--- src/rtl/spi_cfg_pkg.sv ---
// Shared types and register map for the SPI configuration master.
// The address constants name the registers of the receiving slave.
package spi_cfg_pkg;

  typedef enum logic [1:0] {
    IDLE  = 2'd0,
    SHIFT = 2'd1,
    GAP   = 2'd2,
    DONE  = 2'd3
  } state_t;

  localparam logic [7:0] REG_BACKGROUND_STATE = 8'h00;
  localparam logic [7:0] REG_SOLID_COLOR      = 8'h01;
  localparam logic [7:0] REG_AUDIO_EN         = 8'h02;

  localparam int FRAME_BITS = 16;

endpackage

--- src/rtl/spi_sclk_gen.sv ---
// Half-period tick generator: tick is high on the last clk cycle of each
// CLK_DIV-cycle SCLK phase while enabled; the count restarts when disabled.
module spi_sclk_gen #(
  parameter int CLK_DIV = 2
) (
  input  logic clk,
  input  logic rst_n,
  input  logic en,
  output logic tick
);

  localparam int              W    = $clog2(CLK_DIV + 1);
  localparam logic [W-1:0]    LAST = W'(CLK_DIV - 1);

  logic [W-1:0] cnt;

  assign tick = en && (cnt == LAST);

  always_ff @(posedge clk or negedge rst_n) begin
    if (!rst_n) begin
      cnt <= '0;
    end else if (!en || tick) begin
      cnt <= '0;
    end else begin
      cnt <= cnt + 1'b1;
    end
  end

endmodule

--- src/rtl/spi_cfg_master.sv ---
// SPI write master: sends one {addr,data} frame MSB first, captures MISO,
// then clocks GAP_PULSES idle SCLK pulses with ssel low to resync the slave.
module spi_cfg_master
  import spi_cfg_pkg::*;
#(
  parameter int CLK_DIV    = 2,
  parameter int GAP_PULSES = 2
) (
  input  logic        clk,
  input  logic        rst_n,
  input  logic        req_valid,
  output logic        req_ready,
  input  logic [7:0]  req_addr,
  input  logic [7:0]  req_data,
  output logic        busy,
  output logic        done,
  output logic [15:0] miso_capt,
  output logic        sclk,
  output logic        ssel,
  output logic        mosi,
  input  logic        miso
);

  localparam logic [4:0] LAST_BIT = 5'(FRAME_BITS - 1);
  localparam logic [4:0] LAST_GAP = 5'(GAP_PULSES - 1);

  state_t      state;
  logic [14:0] shreg;   // bits still to send after the one on mosi
  logic [15:0] capt;
  logic [4:0]  bit_cnt;
  logic        tick;
  logic        en;

  assign en        = (state == SHIFT) || (state == GAP);
  assign req_ready = (state == IDLE);
  assign busy      = (state != IDLE);

  spi_sclk_gen #(.CLK_DIV(CLK_DIV)) u_sclk_gen (
    .clk   (clk),
    .rst_n (rst_n),
    .en    (en),
    .tick  (tick)
  );

  // NOTE: non-blocking assignments throughout, so sclk is tested and toggled
  // in the same cycle using its pre-edge value.
  always_ff @(posedge clk or negedge rst_n) begin
    if (!rst_n) begin
      state     <= IDLE;
      shreg     <= '0;
      capt      <= '0;
      bit_cnt   <= '0;
      miso_capt <= '0;
      sclk      <= 1'b0;
      ssel      <= 1'b0;
      mosi      <= 1'b0;
      done      <= 1'b0;
    end else begin
      done <= 1'b0;
      case (state)
        IDLE: begin
          if (req_valid) begin
            shreg   <= {req_addr[6:0], req_data};
            capt    <= '0;
            bit_cnt <= '0;
            mosi    <= req_addr[7];
            ssel    <= 1'b1;
            sclk    <= 1'b0;
            state   <= SHIFT;
          end
        end
        SHIFT: begin
          if (tick) begin
            if (!sclk) begin
              sclk <= 1'b1;
              capt <= {capt[14:0], miso};
            end else begin
              sclk <= 1'b0;
              if (bit_cnt == LAST_BIT) begin
                bit_cnt <= '0;
                ssel    <= 1'b0;
                mosi    <= 1'b0;
                state   <= GAP;
              end else begin
                bit_cnt <= bit_cnt + 1'b1;
                mosi    <= shreg[14];
                shreg   <= {shreg[13:0], 1'b0};
              end
            end
          end
        end
        GAP: begin
          if (tick) begin
            sclk <= ~sclk;
            if (sclk) begin
              if (bit_cnt == LAST_GAP) begin
                miso_capt <= capt;
                done      <= 1'b1;
                state     <= DONE;
              end else begin
                bit_cnt <= bit_cnt + 1'b1;
              end
            end
          end
        end
        DONE:    state <= IDLE;
        default: state <= IDLE;
      endcase
    end
  end

endmodule

--- config.mk ---
export PLATFORM = sky130hd
export DESIGN_NAME = spi_cfg_master
export DESIGN_NICKNAME = d
export VERILOG_FILES = /design/src/rtl/spi_cfg_pkg.sv /design/src/rtl/spi_sclk_gen.sv /design/src/rtl/spi_cfg_master.sv
export SDC_FILE = /design/constraint.sdc
export NUM_CORES = 1
export LEC_CHECK = 0
export ABC_AREA = 0
export CORE_MARGIN = 1.5
export CORE_UTILIZATION = 54
export DETAILED_ROUTE_END_ITERATION = 8
export PLACE_DENSITY = 0.78
export SETUP_SLACK_MARGIN = 0.5
export SLEW_MARGIN = 20
export SYNTH_ARGS = -nofsm -noshare
export SYNTH_HDL_FRONTEND = slang
export SYNTH_HIERARCHICAL = 1
export SYNTH_SLANG_ARGS = --single-unit
export TNS_END_PERCENT = 5
--- constraint.sdc ---
create_clock -name clk -period 2.14 [get_ports clk]
set_input_delay 0.321 -clock clk [delete_from_list [all_inputs] [get_ports clk]]
set_output_delay 0.321 -clock clk [all_outputs]
set_load 0.02 [all_outputs]
* Yosys cells after proc, flatten, opt, wreduce, memory -nomap -nowiden
Cells that the tools add are included.
** Storage, ports and cells
- Register bits after elaboration :: 60
- Latch bits :: 0
- RAM bits :: 0
- Bits in read-only memories :: 0
- Bits of input ports :: 20
- Output and inout port bits :: 22
- Word-level logic and storage cells :: 90
- Memories kept :: 0
** Operators by class
- Add/subtract/negate cells :: 2
- Multipliers :: 0
- Divide/modulo/power cells :: 0
- Order comparisons :: 0
- Equal/unequal tests :: 16
- Shift operators :: 0
- Mux-type cells :: 45
- Bitwise logic cells :: 1
- Reductions and logical operators :: 16
** Operators with widths (count)
- two-way mux 15 bit :: 4
- two-way mux 16 bit :: 3
- two-way mux 5 bit :: 7
- one-hot mux 16 bit (2 select lines) :: 1
- one-hot mux 15 bit (2 select lines) :: 1
- two-way mux 1 bit :: 16
- two-way mux 2 bit :: 8
- AND reduction 4 bit :: 4
- one-hot mux 5 bit (3 select lines) :: 1
- AND reduction 7 bit :: 2
- inequality test 2 bit, second input constant :: 6
- AND reduction 5 bit :: 2
- inequality test 2 x 1 -> 1 bit, second input constant :: 4
- one-hot mux 2 bit (4 select lines) :: 1
- adder 5 x 1 -> 5 bit, second input constant :: 1
- equality test 5 x 1 -> 1 bit, second input constant :: 1
- equality test 5 x 4 -> 1 bit, second input constant :: 1
- equality test 2 x 1 -> 1 bit, second input constant :: 2
- equality test 2 bit, second input constant :: 2
- one-hot mux 1 bit (2 select lines) :: 2
- nonzero test 2 bit :: 2
- one-hot mux 1 bit (3 select lines) :: 1
- nonzero test 3 bit :: 1
- adder 2 x 1 -> 2 bit, second input constant :: 1
- other kinds (5) :: 6

* Logic depth before layout (Yosys ltp)
- Depth in word-level cells :: 5
- Gate-level depth with buffers :: 9
- Gate-level depth less buffers :: 8

* By module
Netlist, hierarchy kept.
** Modules (own cells, without submodules)
- spi_cfg_master :: times used 1, cells an instance 219, area an instance 2700.1 um2, seq. area each 1451.4 um2
- spi_sclk_gen :: times used 1, cells an instance 7, area an instance 97.6 um2, seq. area each 50.0 um2

* Worst setup path before layout
Ideal clock, no wire load.
- Path type :: flip-flop to flip-flop
- Start point :: register bit_cnt[0]
- End point :: register shreg[10]
- Library setup time :: 0.126 ns
- Data arrival time :: 1.815 ns
- Data required time :: 2.014 ns
- Setup slack :: 0.199 ns
- Cell stages (with the launch flop) :: 10
- Buffers on the path :: 2
- Clock period less this slack :: 1.941 ns
- Path through :: dfrtp_1 -> ha_1 -> nand3_1 -> inv_1 -> ha_1 -> nand3b_1 -> a211oi_2 -> buf_2 -> buf_2 -> a21oi_1
** On the way
- Cells in the longest elaborated chain, start to end :: 3
** Ends and longest elaborated chain
- from (decl) :: line spi_cfg_master.sv:30 : logic [4:0] bit_cnt;
- from (signal assigned) :: line spi_cfg_master.sv:85 : bit_cnt <= bit_cnt + 1'b1;
- from (signal assigned) :: line spi_cfg_master.sv:101 : bit_cnt <= bit_cnt + 1'b1;
- equality test 5 x 4 -> 1 bit :: line spi_cfg_master.sv:79 : if (bit_cnt == LAST_BIT) begin
- inequality test 2 bit (no source line)
- AND reduction 5 bit (no source line)
- to (signal assigned) :: line spi_cfg_master.sv:63 : shreg <= {req_addr[6:0], req_data};
- to (signal assigned) :: line spi_cfg_master.sv:87 : shreg <= {shreg[13:0], 1'b0};
- to (decl) :: line spi_cfg_master.sv:28 : logic [14:0] shreg;
Every way passes these cells.
A chain may end at the register's enable or synchronous reset.

* Worst setup path in the final report
- Start point :: register bit_cnt[0]
- End point :: register miso_capt[14]
** On the way
- Cells in the longest elaborated chain, start to end :: 2
** Ends and longest elaborated chain
- equality test 5 x 1 -> 1 bit :: line spi_cfg_master.sv:96 : if (bit_cnt == LAST_GAP) begin
- AND reduction 4 bit (no source line)
- to (signal assigned) :: line spi_cfg_master.sv:97 : miso_capt <= capt;
- to (decl) :: line spi_cfg_master.sv:17 : output logic [15:0] miso_capt,
Every way passes these cells.

==> run metrics <==
status completed; clock slew at reported path FFs 0.07 ns; most frequent cells in the layout dfrtp_1, clkdlybuf4s50_1, buf_4; final-report hold violation count 0; initial antenna violation count 0; TritonCTS clock tree done; gp weighted congestion 0.806; power share of the sequential group 0.518; Async SR Flop Fraction 1.00; latest clock arrival within the worst-skew pair 0.35 ns; Max Clock Freq 0.538 GHz; Tcrit/Tclk final 0.869; die width 75.0 um; top_reg_cell synth dfrtp_1; H-Tree Depth 3; Die ar. 5620 sq um; CP Class flip-flop to flip-flop; Post-Layout Cell Count 369; CTS sink cnt 60; Worst slew margin 0.734; initial core utilization 0.555; Layout Skew 0.00820 ns; Hold WS 0.434 ns; max-cap violation count 0; first-pass GRT wire length 9370 um; r2r endpoint miso_capt[14]$_DFFE_PN0P_; R2R cell count 7; port bufs 41; HP Class primary input to async pin; gr ovfl total 0; Netlist Area Pre-Place 2800 sq um; Pwr Total 0.00224 W; Syn-to-layout area delta 34.6%; critical path fanouts, max 9; Gate power share 0.038; GRT Overall Usage 0.229; detailed-route vias per instance 5.42; WP data required 2.37 ns; HPWL after detailed placement 3590 um; via count 2000; nets 323; flop and latch count out of synthesis 60; I/O Pins 42; pwr dens 596 nW/um^2; DR DRC count 0; syn nets 255; Fin Setup TNS 0 ns; switching power 0.000510 W; vias in the first global route 1989; syn avg cell area 12.4 sq um; cts bufs inserted 9; CP startpoint kind flip-flop; drt pass-1 iters 4; CTS Buffer Depth 2; sequential area share after synthesis 0.537; final wirelength 5690 um; VDD IR max 325 uV; post-route ant nets 0; Root Buffer Master clkbuf_8; row count 26; WL/cell 15.4 um; largest net degree at the start of global routing 27; Placed Instances 336; Tmin final 1.86 ns; nature of the critical path endpoint flip-flop; EDFF count, synth 0; R2R Setup Slk 0.28 ns; LEAKAGE 1.84 nW; commonest non-fill, non-tap cell in the layout dfrtp_1; die height 75.0 um; fraction of layout cells with a size suffix above 1 0.321; Unique masters post-synth 35; RSZ-0062 raised after global routing yes; Net Sw Frac 0.227; Slew Viols, Final 0; crit path DAT 2.09 ns; Syn Inst Count 226; internal power 0.00173 W; Final setup viols 0; initial drt markers 49; core area 5040 sq um; Setup crit start bit_cnt[0]$_DFFE_PN0P_; CP endpoint miso_capt[14]$_DFFE_PN0P_; Reg2Reg Launch Point bit_cnt[0]$_DFFE_PN0P_; Tightest Pin Transition 0.398 ns; Clock power frac 0.444; Ant. Diodes 0; Synth Warn # 6
kinds of logic after synthesis:
logic type               count (synthesis)  synth area share
flip-flops                              60             0.537
AO/OA/AOI/OAI                           52             0.131
AND/OR/NAND/NOR                         46            0.0962
multiplexers                            36             0.150
buffers and inverters                   23            0.0465
adder cells (fa/ha/maj)                  9            0.0403
registers in the layout (all words and copies together), names as in the netlist:
signal          flops
bit_cnt             5
done                1
miso_capt          16
capt               16
state               2
sclk                1
shreg              15
mosi                1
u_sclk_gen/cnt      2
ssel                1
synthesized netlist by cell type, types with 2 or more instances:
cell	n	area, sq um
o21ai_1	2	10.0
ha_1	9	113
nand2_1	8	30.0
a22o_1	16	140
o22ai_1	2	12.5
inv_1	11	41.3
nor2_1	21	78.8
o211ai_1	3	22.5
buf_2	7	35.0
buf_4	3	22.5
nor4b_4	2	47.6
o21ai_0	4	20.0
mux2_4	9	135
a21oi_1	18	90.1
dfrtp_1	60	1500
o2bb2ai_1	2	17.5
nor2b_1	2	12.5
nor3b_2	2	25.0
mux2i_1	16	160
nand2b_1	4	25.0
mux2_2	10	113
nand3b_1	2	15.0
per-stage QoR:
step / cell area, sq um / util / setup slack, ns
CTS: 3680 / 0.729 / 0.314
finish: 3760 / 0.747 / 0.280
floorplan: 2840 / - / 0.395
global placement: 3330 / 0.660 / 0.270
detailed placement: 3330 / 0.660 / 0.202
global route: 3760 / 0.747 / 0.161
worst max-delay path, stage by stage (launching register included):
cell and delay (ns):
dfrtp_1 0.39, buf_6 0.11, ha_1 0.14, nor4b_4 0.21, buf_4 0.15, and4_4 0.28, buf_12 0.15, mux2_2 0.33
cell type report:
class / instances / area [sq um]
inverters: 11 / 41.3
clock inverters: 6 / 63.8
clock buffers: 10 / 128
well taps: 70 / 87.6
fillers: 328 / 1280
repair buffers: 69 / 689
flip-flops and latches: 60 / 1500
multi-input cells: 143 / 1250
what timing repair did:
item / 4_1_cts / 5_1_grt
pin swaps: 5 / 2
endpoints found under the hold margin: 16 / 0
gates resized for setup: 15 / 18
gates cloned: 2 / 1
buffers inserted: 12 / 1
setup endpoints to repair: 68 / 75
hold buffers: 1 / 0
layer usage:
layer  vias to the layer above  part of all wire  global-route usage
li1                        939                 -                   -
met1                       991              0.44               0.291
met5                         -                 0                   0
met2                        54              0.49               0.363
met3                        16             0.046              0.0763
met4                         0             0.022              0.0929
power by group through the flow:
stage / clock network [W] / logic, W / registers [W]
6_report: 0.000997 / 0.0000851 / 0.00116
3_5_place_dp: 0 / 0.0000840 / 0.00118
5_1_grt: 0.00107 / 0.0000952 / 0.00116
2_1_floorplan: 0 / 0.0000169 / 0.00118
3_3_place_gp: 0 / 0.0000816 / 0.00118
4_1_cts: 0.00102 / 0.0000859 / 0.00116
worst min-delay path by stage:
stage / startpoint / end / slack (ns) / depth (start not counted)
floorplan: rst_n / bit_cnt[0]$_DFFE_PN0P_ / 0.03 / 0
global route: rst_n / shreg[6]$_DFFE_PN0P_ / 0.46 / 2
detailed placement: rst_n / bit_cnt[2]$_DFFE_PN0P_ / 0.27 / 1
finish: rst_n / shreg[5]$_DFFE_PN0P_ / 0.43 / 2
global placement: rst_n / miso_capt[2]$_DFFE_PN0P_ / 0.27 / 1
CTS: rst_n / shreg[5]$_DFFE_PN0P_ / 0.44 / 2
Note: power is estimated with default switching activity, not from simulation.
